`config.mk`:
```
export PLATFORM = sky130hd
export DESIGN_NAME = controlador_acceso_param_flat
export DESIGN_NICKNAME = d
export VERILOG_FILES = /design/src/rtl/controlador_acceso_param_pkg.sv /design/src/rtl/controlador_acceso_param_if.sv /design/src/rtl/controlador_acceso_param_comparador.sv /design/src/rtl/controlador_acceso_param.sv /design/src/flat_wrapper.sv
export SDC_FILE = /design/constraint.sdc
export NUM_CORES = 1
export LEC_CHECK = 0
export CORE_AREA = 4 4 72 74
export CTS_CLUSTER_DIAMETER = 30
export CTS_CLUSTER_SIZE = 25
export DETAILED_ROUTE_END_ITERATION = 12
export DIE_AREA = 0 0 76 78
export PLACE_DENSITY = 0.74
export SYNTH_ARGS = -nofsm -noshare
export SYNTH_HDL_FRONTEND = slang
export SYNTH_HIERARCHICAL = 1
export SYNTH_SLANG_ARGS = --single-unit
```
`constraint.sdc`:
```
create_clock -name clk -period 2.4 [get_ports clk]
set_clock_uncertainty 0.05 [all_clocks]
set_input_delay 0.24 -clock clk [delete_from_list [all_inputs] [get_ports clk]]
set_output_delay 0.24 -clock clk [all_outputs]
set_load 0.1 [all_outputs]
```
`src/rtl/controlador_acceso_param_pkg.sv`:
```
// Shared definitions for the parking-gate access controller:
// state encoding, BCD digit check and the factory PIN.
package acceso_pkg;

  // Controller states, 3-bit encoding
  typedef enum logic [2:0] {
    ESPERA     = 3'd0,
    PIN        = 3'd1,
    ABIERTO    = 3'd2,
    PASANDO    = 3'd3,
    ALARMA_PIN = 3'd4,
    BLOQUEO    = 3'd5
  } estado_t;

  // Factory PIN loaded on reset (zero-extended to the PIN width)
  localparam logic [15:0] CLAVE_DEFECTO = 16'h2468;

  // A 4-bit nibble is a legal BCD digit when it is 0..9
  function automatic logic digito_bcd_valido(input logic [3:0] digito);
    return (digito <= 4'd9);
  endfunction

endpackage

```
`src/rtl/controlador_acceso_param_if.sv`:
```
// Sensor / keypad / actuator bundle between the environment and the controller.
interface controlador_acceso_param_if #(
  parameter int N_DIGITOS    = 4,
  parameter int MAX_INTENTOS = 3
);
  localparam int W  = 4 * N_DIGITOS;
  localparam int CW = $clog2(MAX_INTENTOS + 1);

  logic          llegado_vehiculo;
  logic [W-1:0]  clave_ingresada;
  logic          clave_valida;
  logic          paso_vehiculo;
  logic          boton_reset;
  logic          programar_clave;
  logic [W-1:0]  clave_nueva;
  logic          abriendo_compuerta;
  logic          cerrando_compuerta;
  logic          alarm_pin_incorrecto;
  logic          alarm_bloqueo;
  logic [CW-1:0] intentos;
  logic          error_bcd;

  // Environment side: drives sensors and keypad, observes the gate
  modport master (
    output llegado_vehiculo, clave_ingresada, clave_valida, paso_vehiculo,
           boton_reset, programar_clave, clave_nueva,
    input  abriendo_compuerta, cerrando_compuerta, alarm_pin_incorrecto,
           alarm_bloqueo, intentos, error_bcd
  );

  // Controller side
  modport slave (
    input  llegado_vehiculo, clave_ingresada, clave_valida, paso_vehiculo,
           boton_reset, programar_clave, clave_nueva,
    output abriendo_compuerta, cerrando_compuerta, alarm_pin_incorrecto,
           alarm_bloqueo, intentos, error_bcd
  );

endinterface

```
`src/rtl/controlador_acceso_param_comparador.sv`:
```
// Combinational PIN checker: flags whether every digit of clave is BCD and
// whether clave equals the reference word over the full width.
module comparador_bcd
  import acceso_pkg::*;
#(
  parameter int N_DIGITOS = 4
) (
  input  logic [4*N_DIGITOS-1:0] clave,
  input  logic [4*N_DIGITOS-1:0] referencia,
  output logic                   valida,
  output logic                   igual
);

  logic [N_DIGITOS-1:0] w_digito_ok;

  // One validity check per BCD digit
  for (genvar gi = 0; gi < N_DIGITOS; gi++) begin : g_digito
    assign w_digito_ok[gi] = digito_bcd_valido(clave[4*gi +: 4]);
  end

  assign valida = &w_digito_ok;
  assign igual  = (clave == referencia);

endmodule

```
`src/rtl/controlador_acceso_param.sv`:
```
// Parametrised parking-gate access controller: PIN entry with attempt limit,
// run-time programmable PIN, open-gate timeout and tailgating lock-out.
module controlador_acceso_param
  import acceso_pkg::*;
#(
  parameter int          N_DIGITOS         = 4,
  parameter int          MAX_INTENTOS      = 3,
  parameter int          T_APERTURA        = 64,
  parameter logic [15:0] CLAVE_POR_DEFECTO = CLAVE_DEFECTO
) (
  input logic                       clk,
  input logic                       reset,
  controlador_acceso_param_if.slave bus
);

  localparam int W     = 4 * N_DIGITOS;
  localparam int CW    = $clog2(MAX_INTENTOS + 1);
  localparam int CNT_W = $clog2(T_APERTURA);

  localparam logic [CW-1:0]    INTENTOS_MAX = CW'(MAX_INTENTOS);
  localparam logic [CNT_W-1:0] CNT_FIN      = CNT_W'(T_APERTURA - 1);

  estado_t          r_estado;
  logic [W-1:0]     r_clave;
  logic [CNT_W-1:0] r_contador;
  logic [CW-1:0]    r_intentos;
  logic             r_abriendo;
  logic             r_cerrando;
  logic             r_alarm_pin;
  logic             r_alarm_bloqueo;
  logic             r_error_bcd;

  logic             w_pin_valida;
  logic             w_pin_igual;
  logic             w_nueva_valida;
  logic             w_nueva_igual;
  logic             w_pin_correcto;
  logic [CW-1:0]    w_intentos_mas1;

  // Keypad word against the stored PIN
  comparador_bcd #(.N_DIGITOS(N_DIGITOS)) u_cmp_pin (
    .clave      (bus.clave_ingresada),
    .referencia (r_clave),
    .valida     (w_pin_valida),
    .igual      (w_pin_igual)
  );

  // New PIN validation; equality lets reprogramming the same PIN be a no-op
  comparador_bcd #(.N_DIGITOS(N_DIGITOS)) u_cmp_nueva (
    .clave      (bus.clave_nueva),
    .referencia (r_clave),
    .valida     (w_nueva_valida),
    .igual      (w_nueva_igual)
  );

  assign w_pin_correcto  = w_pin_valida & w_pin_igual;
  assign w_intentos_mas1 = (r_intentos == INTENTOS_MAX) ? r_intentos : r_intentos + 1'b1;

  // Main FSM with registered Moore outputs and one-cycle pulses
  always_ff @(posedge clk or negedge reset) begin
    if (!reset) begin
      r_estado        <= ESPERA;
      r_clave         <= W'(CLAVE_POR_DEFECTO);
      r_contador      <= '0;
      r_intentos      <= '0;
      r_abriendo      <= 1'b0;
      r_cerrando      <= 1'b0;
      r_alarm_pin     <= 1'b0;
      r_alarm_bloqueo <= 1'b0;
      r_error_bcd     <= 1'b0;
    end else begin
      r_cerrando  <= 1'b0;
      r_error_bcd <= 1'b0;
      case (r_estado)
        ESPERA: begin
          if (bus.boton_reset) r_intentos <= '0;
          if (bus.programar_clave) begin
            if (!w_nueva_valida)     r_error_bcd <= 1'b1;
            else if (!w_nueva_igual) r_clave     <= bus.clave_nueva;
          end
          if (bus.llegado_vehiculo) r_estado <= PIN;
        end
        PIN: begin
          if (bus.clave_valida) begin
            if (!w_pin_valida) r_error_bcd <= 1'b1;
            if (w_pin_correcto) begin
              r_estado   <= ABIERTO;
              r_abriendo <= 1'b1;
              r_contador <= '0;
              r_intentos <= '0;
            end else begin
              r_intentos <= w_intentos_mas1;
              if (w_intentos_mas1 == INTENTOS_MAX) begin
                r_estado    <= ALARMA_PIN;
                r_alarm_pin <= 1'b1;
              end
            end
          end else if (!bus.llegado_vehiculo) begin
            r_estado <= ESPERA;
          end
          // Button clears after the strobe has been evaluated (last write wins)
          if (bus.boton_reset) r_intentos <= '0;
        end
        ABIERTO: begin
          if (bus.paso_vehiculo && bus.llegado_vehiculo) begin
            r_estado        <= BLOQUEO;
            r_abriendo      <= 1'b0;
            r_alarm_bloqueo <= 1'b1;
            r_contador      <= '0;
          end else if (bus.paso_vehiculo) begin
            r_estado   <= PASANDO;
            r_contador <= '0;
          end else if (r_contador == CNT_FIN) begin
            r_estado   <= ESPERA;
            r_abriendo <= 1'b0;
            r_cerrando <= 1'b1;
            r_contador <= '0;
          end else begin
            r_contador <= r_contador + 1'b1;
          end
        end
        PASANDO: begin
          if (bus.paso_vehiculo && bus.llegado_vehiculo) begin
            r_estado        <= BLOQUEO;
            r_abriendo      <= 1'b0;
            r_alarm_bloqueo <= 1'b1;
          end else if (!bus.paso_vehiculo) begin
            r_estado   <= ESPERA;
            r_abriendo <= 1'b0;
            r_cerrando <= 1'b1;
          end
        end
        ALARMA_PIN: begin
          if (bus.boton_reset) begin
            r_estado    <= ESPERA;
            r_alarm_pin <= 1'b0;
            r_intentos  <= '0;
          end
        end
        BLOQUEO: begin
          if (bus.clave_valida) begin
            if (!w_pin_valida) r_error_bcd <= 1'b1;
            if (w_pin_correcto) begin
              r_estado        <= ESPERA;
              r_alarm_bloqueo <= 1'b0;
            end
          end
        end
        default: r_estado <= ESPERA;
      endcase
    end
  end

  assign bus.abriendo_compuerta   = r_abriendo;
  assign bus.cerrando_compuerta   = r_cerrando;
  assign bus.alarm_pin_incorrecto = r_alarm_pin;
  assign bus.alarm_bloqueo        = r_alarm_bloqueo;
  assign bus.intentos             = r_intentos;
  assign bus.error_bcd            = r_error_bcd;

endmodule

```
`src/flat_wrapper.sv`:
```
// flat-port wrapper written by rule: the top's interface ports become plain ports
module controlador_acceso_param_flat import acceso_pkg::*;
#(
  parameter int          N_DIGITOS         = 4,
  parameter int          MAX_INTENTOS      = 3,
  parameter int          T_APERTURA        = 64,
  parameter logic [15:0] CLAVE_POR_DEFECTO = CLAVE_DEFECTO
)
  (clk, reset, bus_llegado_vehiculo, bus_clave_ingresada, bus_clave_valida, bus_paso_vehiculo, bus_boton_reset, bus_programar_clave, bus_clave_nueva, bus_abriendo_compuerta, bus_cerrando_compuerta, bus_alarm_pin_incorrecto, bus_alarm_bloqueo, bus_intentos, bus_error_bcd);
  controlador_acceso_param_if #(.N_DIGITOS(N_DIGITOS), .MAX_INTENTOS(MAX_INTENTOS)) bus_i ();
  input logic clk;
  input logic reset;
  input wire logic [$bits(bus_i.llegado_vehiculo)-1:0] bus_llegado_vehiculo;
  input wire logic [$bits(bus_i.clave_ingresada)-1:0] bus_clave_ingresada;
  input wire logic [$bits(bus_i.clave_valida)-1:0] bus_clave_valida;
  input wire logic [$bits(bus_i.paso_vehiculo)-1:0] bus_paso_vehiculo;
  input wire logic [$bits(bus_i.boton_reset)-1:0] bus_boton_reset;
  input wire logic [$bits(bus_i.programar_clave)-1:0] bus_programar_clave;
  input wire logic [$bits(bus_i.clave_nueva)-1:0] bus_clave_nueva;
  output wire logic [$bits(bus_i.abriendo_compuerta)-1:0] bus_abriendo_compuerta;
  output wire logic [$bits(bus_i.cerrando_compuerta)-1:0] bus_cerrando_compuerta;
  output wire logic [$bits(bus_i.alarm_pin_incorrecto)-1:0] bus_alarm_pin_incorrecto;
  output wire logic [$bits(bus_i.alarm_bloqueo)-1:0] bus_alarm_bloqueo;
  output wire logic [$bits(bus_i.intentos)-1:0] bus_intentos;
  output wire logic [$bits(bus_i.error_bcd)-1:0] bus_error_bcd;
  assign bus_i.llegado_vehiculo = bus_llegado_vehiculo;
  assign bus_i.clave_ingresada = bus_clave_ingresada;
  assign bus_i.clave_valida = bus_clave_valida;
  assign bus_i.paso_vehiculo = bus_paso_vehiculo;
  assign bus_i.boton_reset = bus_boton_reset;
  assign bus_i.programar_clave = bus_programar_clave;
  assign bus_i.clave_nueva = bus_clave_nueva;
  assign bus_abriendo_compuerta = bus_i.abriendo_compuerta;
  assign bus_cerrando_compuerta = bus_i.cerrando_compuerta;
  assign bus_alarm_pin_incorrecto = bus_i.alarm_pin_incorrecto;
  assign bus_alarm_bloqueo = bus_i.alarm_bloqueo;
  assign bus_intentos = bus_i.intentos;
  assign bus_error_bcd = bus_i.error_bcd;
  controlador_acceso_param #(.N_DIGITOS(N_DIGITOS), .MAX_INTENTOS(MAX_INTENTOS), .T_APERTURA(T_APERTURA), .CLAVE_POR_DEFECTO(CLAVE_POR_DEFECTO)) u_core (.clk(clk), .reset(reset), .bus(bus_i));
endmodule
```
* Yosys cells after proc, flatten, opt, wreduce, memory -nomap -nowiden
Cells that the tools add are included.
** Word-level totals
- Register bits after elaboration :: 32
- Word-level logic and storage cells :: 121
** Operators by class
- Equality and inequality tests :: 27
- $add $sub $neg :: 2
- Mux-type cells :: 54
- $lt $le $gt $ge :: 8
- Bitwise logic cells :: 2
- Reduce and logical (&&, ||, !) cells :: 19
** Operators with widths (count)
- two-way mux 3 bit :: 13
- equality test 16 bit :: 2
- <= comparator 4 bit (second input constant) :: 8
- two-way mux 6 bit :: 5
- two-way mux 1 bit :: 23
- case mux 3 bit (6 select lines) :: 1
- case mux 6 bit (2 select lines) :: 1
- AND reduction 4 bit :: 3
- two-way mux 2 bit :: 5
- != test 2 x 1 -> 1 bit (second input constant) :: 5
- != test 2 bit (second input constant) :: 5
- != test 4 x 2 -> 1 bit (second input constant) :: 2
- case mux 1 bit (2 select lines) :: 4
- AND reduction 8 bit :: 1
- nonzero test 2 bit :: 4
- AND reduction 7 bit :: 1
- adder 6 x 1 -> 6 bit (second input constant) :: 1
- equality test 3 x 2 -> 1 bit (second input constant) :: 2
- equality test 3 bit (second input constant) :: 2
- equality test 6 bit (second input constant) :: 1
- != test 3 x 2 -> 1 bit (second input constant) :: 2
- != test 3 bit (second input constant) :: 2
- AND reduction 3 bit :: 2
- AND reduction 6 bit :: 1
- 13 further kinds :: 16

* Logic depth before layout (Yosys ltp)
- Word-level depth :: 7
- Gate-level depth with buffers :: 7

* By module
The synthesis kept the hierarchy.
** By module, submodules not included
- controlador_acceso_param :: cells each 136, sequential area each 807.0 um^2, area an instance 1577.8 um^2, times used 1
- comparador_bcd :: cells each 26, sequential area each 0.0 um^2, area an instance 206.4 um^2, times used 2

* Worst setup path after synthesis
OpenSTA, ideal clock, no wires.
- Path type :: flip-flop to flip-flop
- Start point :: register u_core.r_clave[5]
- End point :: register u_core.r_contador[0]
- Cell stages (with the launch flop) :: 8
- Data required time :: 2.225 ns
- Slack :: 0.103 ns
- Buffers on the path :: 0
- Library setup time :: 0.125 ns
- Data arrival time :: 2.122 ns
- Cell sequence :: dfstp_2 -> xnor2_1 -> nand4_1 -> nor4_2 -> nand4_1 -> mux2_2 -> or2_1 -> mux2_2
** Between the ends
- Word-level cells in the longest chain between the ends :: 4
** RTL lines
- start: declaration :: RTL line controlador_acceso_param.sv:24 : logic [W-1:0] r_clave;
- start signal: assignment :: RTL line controlador_acceso_param.sv:63 : r_clave <= W'(CLAVE_POR_DEFECTO);
- start signal: assignment :: RTL line controlador_acceso_param.sv:79 : else if (!w_nueva_igual) r_clave <= bus.clave_nueva;
- equality test 16 bit :: RTL line controlador_acceso_param_comparador.sv:22 : assign igual = (clave == referencia);
- named net u_core.w_pin_igual :: RTL line controlador_acceso_param.sv:34 : logic w_pin_igual;
- AND 1 bit :: RTL line controlador_acceso_param.sv:56 : assign w_pin_correcto = w_pin_valida & w_pin_igual;
- != test 2 x 1 -> 1 bit (no line)
- AND reduction 3 bit (no line)
- end signal: assignment :: RTL line controlador_acceso_param.sv:119 : r_contador <= r_contador + 1'b1;
- end: declaration :: RTL line controlador_acceso_param.sv:25 : logic [CNT_W-1:0] r_contador;
The timed path passes the listed nets, and every way through them passes these cells.
A chain may end at the register's enable or synchronous reset.

* Worst setup path in the final report
- Start point :: register u_core.r_clave[13]
- End point :: register u_core.r_contador[0]
Same word-level chain as after synthesis.

==> results.md <==
- Mapped cell area: 1990 um^2
- Total Nets Final: 287
- Synth unique cells: 42
- First-pass GRT wire length: 7850 um
- Critical Path RT: 2.52 ns
- CTS Buf Count: 5
- CTS hold repair buffers: 0
- Final TNS setup: 0 ns
- Clock-pin slew on the worst setup and hold paths: 0.07 ns
- TritonRoute pass-1 iters: 4
- Critical path fanouts, max: 3
- Worst min-delay path class: input port to asynchronous set/reset pin
- Post-layout min period: 2.36 ns
- Mean Syn Cell Area: 10.6 um^2
- Post-synthesis sequential area ratio: 40.5%
- Dpl hpwl: 3560 um
- WL/cell: 15.3 um
- Post-Synthesis Cells: 188
- IO buf count: 45
- Reg2reg start: u_core/r_clave[13]$_DFFE_PN1P_
- DRT iter0 DRCs: 100
- Commonest non-fill, non-tap cell in the layout: clkdlybuf4s50_1
- Fin worst setup slack: 0.0447 ns
- Max Cap Violations: 0
- Worst setup path class: flop to flop
- Pwr/cell area: 941 nW/um^2
- Pin slew with the least headroom to its limit: 0.587 ns
- Final core utilization: 58.1%
- Via/cell ratio: 5.32
- Top post-synthesis cells by area: dfrtp_1 (34%), xnor2_1 (15%), dfstp_2 (6.6%)
- Fmax: 0.425 GHz
- Ys Warns: 6
- Gr usage total: 16.2%
- Critical Path Source: u_core/r_clave[13]$_DFFE_PN1P_
- Worst path arrival time: 2.48 ns
- Clock sinks: 32
- Fin. max-slew vios: 0
- Initial Util: 43.3%
- Die H: 78 um
- Endpoints failing setup: 0
- Share of layout cells above drive strength 1: 21.0%
- Initial antenna violation count: 0
- Total grt overflow: 0
- IO Pins: 46
- Core area: 4600 um^2
- Final hold vios: 0
- Layout area overhead: 34.2%
- DRC: 0
- CTS tree: done
- DIE AREA: 5930 um^2
- #FFs+latches synth: 32
- Maximum number of pins on one net before global-route repair: 33
- Clk_lat worst skew: 0.29 ns
- Syn Nets: 228
- Ys flop type: dfrtp_1
- Via count: 1,607
- Max_slew headroom: 60.6%
- Final Wtd Congestion: 0.900
- Antenna Violating Nets Remaining: 0
- Status: finished clean
- Num rows: 25
- Fillers: 411
- Ant diodes: 0
- Most frequent cells in the layout: clkdlybuf4s50_1 (38), xnor2_1 (33), dfrtp_1 (27), buf_4 (18), o21ai_0 (13)
- Area leader, netlist: dfrtp_1
- Asr flop ratio synth: 100%
- H-tree depth: 2
- Vias in the first global route: 1,643
- Die X: 76 um
- Post-synth EDFFs: 0
- Peak supply drop: 0.609 mV
- Longest Clk Path Bufs: 2
- Root buf cell: clkbuf_8
- Yosys top cell area share: 33.9%
- Pre-CTS setup slack: -0.149 ns
- Startpoint types: flop
- Final Routed Wirelength: 4610 um
- Leakage: 1.07 nW
- Final cycle utilization of the critical path: 98.1%
- Kind of end point of the critical path: flop
[Yosys cell counts (3+ instances only)]
| master | n |
|---|---|
| mux2_2 | 9 |
| mux2_1 | 10 |
| nand2_1 | 3 |
| nor2b_1 | 5 |
| and4_1 | 4 |
| xnor2_1 | 33 |
| nand2b_1 | 3 |
| dfrtp_1 | 27 |
| o21ai_0 | 13 |
| inv_1 | 3 |
| nor2_1 | 7 |
| nand4_1 | 9 |
| dfstp_2 | 5 |
| nor3_1 | 3 |
| a211oi_1 | 5 |
| nand3_1 | 6 |
| a21oi_1 | 12 |
| buf_2 | 3 |
[final cells by class]
class | count | area, um^2 | share of cell area [%]
clock buffer | 6 | 82.6 | 3.09
clock inverter | 2 | 10.0 | 0.375
inverter | 4 | 15.0 | 0.562
multi-input combinational | 147 | 1150 | 43.2
sequential | 32 | 807 | 30.2
tap | 54 | 67.6 | 2.53
timing repair buffer | 57 | 536 | 20.0
[metal layers]
layer | routed length, um | up-vias | GRT usage (%)
met5 | 0 | - | 0
met4 | 62 | 0 | 4.80
met3 | 168 | 6 | 4.64
met2 | 2260 | 31 | 25.4
met1 | 2120 | 760 | 21.5
li1 | - | 810 | -
[report_power, final]
| part | internal, mW | switching (mW) | leakage (nW) |
|---|---|---|---|
| logic | 0.541 | 0.569 | 0.616 |
| registers | 0.750 | 0.224 | 0.400 |
| clock network | 0.229 | 0.202 | 0.0510 |
[path summary, 6_finish.rpt]
path / end / slack, ns / cells after the start
max: u_core/r_contador[0]$_DFFE_PN0P_ / 0.04 / 7
min: u_core/r_clave[4]$_DFFE_PN0P_ / 0.30 / 2
max reg2reg: u_core/r_contador[0]$_DFFE_PN0P_ / 0.04 / 7
min reg2reg: u_core/bus.abriendo_compuerta$_DFFE_PN0P_ / 0.48 / 2
max in group asynchronous: u_core/r_clave[10]$_DFFE_PN1P_ / 1.67 / 2
min in group clk: u_core/bus.abriendo_compuerta$_DFFE_PN0P_ / 0.48 / 2
[cell families (layout without fill, tap and decap cells)]
kind of cell,Yosys count,count (layout),synth area share [%]
multiplexers,22,22,12.5
flip-flops,32,32,40.5
buffers and inverters,9,69,2.26
AO/OA/AOI/OAI,44,44,14.7
XOR/XNOR,33,33,14.5
AND/OR/NAND/NOR,47,47,14.8
adder cells (fa/ha/maj),1,1,0.628
[critical path, stage by stage, from the launching register on]
cell and delay, ns:
dfstp_2 0.56, xnor2_1 0.12, nand4_1 0.16, nor4_4 0.33, nand4_1 0.19, mux2_4 0.32
or2_4 0.24, mux2_2 0.26
[state kept, by name, indices dropped and copies added, names as in the netlist]
register and count:
u_core/bus.abriendo_compuerta 1, u_core/r_contador 6, u_core/bus.alarm_pin_incorrecto 1, u_core/bus.error_bcd 1
u_core/bus.cerrando_compuerta 1, u_core/r_estado 3, u_core/bus.intentos 2, u_core/bus.alarm_bloqueo 1
u_core/r_clave 16
[metrics by stage]
step | hold slack (ns) | power (mW) | cell area [um^2] | instances
finish | 0.296 | 2.51 | 2670 | 302
global route | 0.336 | 2.68 | 2670 | 302
CTS | 0.307 | 2.51 | 2640 | 300
detailed placement | 0.468 | 2.07 | 2550 | 292
global placement | 0.465 | 2.05 | 2550 | 292
floorplan | -0.106 | 1.76 | 1990 | 188
[what timing repair did]
action | 4_1_cts | 5_1_grt
setup endpoints to repair | 0 | 5
setup buffers | 0 | 2
resized for setup | 0 | 3
No activity file was read; power rests on OpenSTA's default activity.
==> RTL edit (config.mk and constraints unchanged) <==
`T_APERTURA` is set to 64 in 2 places; all go to 32.
--- a/src/rtl/controlador_acceso_param.sv
+++ b/src/rtl/controlador_acceso_param.sv
@@ -6,5 +6,5 @@
   parameter int          N_DIGITOS         = 4,
   parameter int          MAX_INTENTOS      = 3,
-  parameter int          T_APERTURA        = 64,
+  parameter int          T_APERTURA        = 32,
   parameter logic [15:0] CLAVE_POR_DEFECTO = CLAVE_DEFECTO
 ) (
--- a/src/flat_wrapper.sv
+++ b/src/flat_wrapper.sv
@@ -4,5 +4,5 @@
   parameter int          N_DIGITOS         = 4,
   parameter int          MAX_INTENTOS      = 3,
-  parameter int          T_APERTURA        = 64,
+  parameter int          T_APERTURA        = 32,
   parameter logic [15:0] CLAVE_POR_DEFECTO = CLAVE_DEFECTO
 )
Check against the original RTL: same outputs for any inputs over 4 cycles, from zero or initial values and one cycle with reset low; that may be too few to reach the edited logic, so the function may still have changed.
==> RTL edit against the original RTL <==
Global-route usage fell by 1.1 points; clock power is 10% lower; power is 16% higher; area after synthesis shrank 0.94%; highest routed layer unchanged; sequential share of layout area up 0.38 points; maximum frequency rose by 2.8%; sequential power up 11%; sequential cell count shrank 1; routed wire length shrank 5.8%; cell area fell by 4.3%; critical endpoint is now u_core/bus.abriendo_compuerta$_DFFE_PN0P_; worst setup slack better by 0.064 ns; worst hold slack better by 0.0033 ns.
==> RTL edit: results (changes against the original RTL) <==
Static Leak: 1.033 nW (-3.2%)
First-pass GRT wire length: 7224 um (-7.9%)
Via count of the first global-routing pass: 1509 (-8.2%)
DR iter-0 viols: 106 (+6.0%)
Fraction of the yosys area taken by sequential cells: 39.66% (-0.88 points)
Total combinational power: 1.46 mW (+32%)
Cts bufs inserted: 5 (unchanged)
Min Hold Slack: 0.2997 ns (+0.003268 ns)
Filler cell count in the final layout: 401 (-2.4%)
Placed wire-length estimate: 3447 um (-3.3%)
Synthesized net count: 230 (+0.88%)
Launching point of the worst reg2reg path: u_core/r_clave[5]$_DFFE_PN1P_
Wire per inst: 14.73 um (-3.6%)
Drt first pass iters: 4 (unchanged)
Main area contributors after synthesis: sky130_fd_sc_hd__dfrtp_1 33%, sky130_fd_sc_hd__xnor2_1 15%, sky130_fd_sc_hd__mux2_4 7.6%
R2R Setup Slk: 0.11 ns (+0.06 ns)
Switching power of the nets: 1.268 mW (+28%)
Routed length on met3: 210 um (+25%)
Final layout net count: 281 (-2.1%)
Maximum number of pins on one net before global-route repair: 32 (-3.0%)
Seq pwr share: 36.9% (-1.8 points)
Routability congestion estimate from global placement: 0.8126 (-9.7%)
Largest registers: u_core/r_clave x16, u_core/r_contador x5, u_core/r_estado x3
Fraction of layout instances using a drive strength above 1: 21.16% (+0.19 points)
Met2 WL post-DR: 2075 um (-8.1%)
Highest routed metal layer: met4
Total number of vias: 1602 (-0.31%)
Ant. Diodes: 0 (unchanged)
Critical Setup Path Class: reg2reg
Clock-pin slew reported for the worst setup and hold paths after clock tree synthesis: 0.06 ns
R2r endpoint: u_core/bus.abriendo_compuerta$_DFFE_PN0P_
Worst ir drop on vdd: 643.2 uV (+5.7%)
CP Data Arrival Time: 2.40 ns (-0.08 ns)
Port bufs: 45 (unchanged)
Average size of a mapped cell: 10.43 um2 (-1.5%)
R2r worst-path depth: 6 (-1)
Clock tree buffer depth: 2 (unchanged)
Total placed cells including tap cells: 287 (-1.7%)
Routed wire length: 4346 um (-5.8%)
Number of gates resized after cts: 0 (unchanged)
Instance area after placement: 0.002471 mm2 (-3.0%)
Overall global routing resource usage: 15.08% (-1.1 points)
Pin slew with the least headroom to its limit: 0.5864 ns (-0.0002310 ns)
Commonest cells in the synthesized netlist: 33 x sky130_fd_sc_hd__xnor2_1, 26 x sky130_fd_sc_hd__dfrtp_1, 19 x sky130_fd_sc_hd__o21ai_0
Run status: finished, final reports clean
Wire length on met1: 1974 um (-7.0%)
Post-CTS setup repair buffer count: 0 (unchanged)
Count of distinct cell types in the synthesized netlist: 45 (+7.1%)
RTL edit: routing by layer:
| layer | vias to the layer above | global-route usage, % |
|---|---|---|
| met3 | 10 | 3.248 |
| met2 | 47 | 22.95 |
| met4 | 0 | 7.829 |
| li1 | 788 | - |
| met1 | 757 | 20.00 |
| met5 | - | 0 |
RTL edit: metrics by stage:
stage / power (mW) / setup slack (ns) / TNS, ns
2_1_floorplan: 2.199 / 0.1966 / 0
3_3_place_gp: 2.514 / -0.09807 / -0.2448
3_5_place_dp: 2.542 / -0.1319 / -0.5629
4_1_cts: 2.942 / 0.04336 / 0
5_1_grt: 3.113 / -0.01065 / -0.01065
6_report: 2.927 / 0.1084 / 0
RTL edit: cells by family after synthesis:
| kind of cell | Yosys count | synth area share [%] |
|---|---|---|
| buf+inv | 15 | 4.061 |
| flops | 31 | 39.66 |
| mux | 19 | 12.69 |
| xor+xnor | 33 | 14.66 |
| simple gates | 50 | 14.98 |
| compound gates | 39 | 12.69 |
| fa+ha+maj | 2 | 1.269 |
RTL edit: layout make-up:
cell class | instances | area, um2 | area share [%]
multi-input cells | 143 | 1114 | 43.56
flip-flops and latches | 31 | 782.0 | 30.59
repair buffers | 52 | 485.5 | 18.99
clock buffers | 7 | 76.32 | 2.986
well taps | 54 | 67.56 | 2.643
inverters | 7 | 26.28 | 1.028
clock inverters | 1 | 5.005 | 0.1958
RTL edit: worst max-delay path, stage by stage (launching register included):
cell and delay, ns:
sky130_fd_sc_hd__dfstp_2 0.57, sky130_fd_sc_hd__xnor2_1 0.13, sky130_fd_sc_hd__nand4_1 0.12, sky130_fd_sc_hd__nor4_2 0.33
sky130_fd_sc_hd__nand2_1 0.13, sky130_fd_sc_hd__a2111oi_2 0.47, sky130_fd_sc_hd__mux2_1 0.37
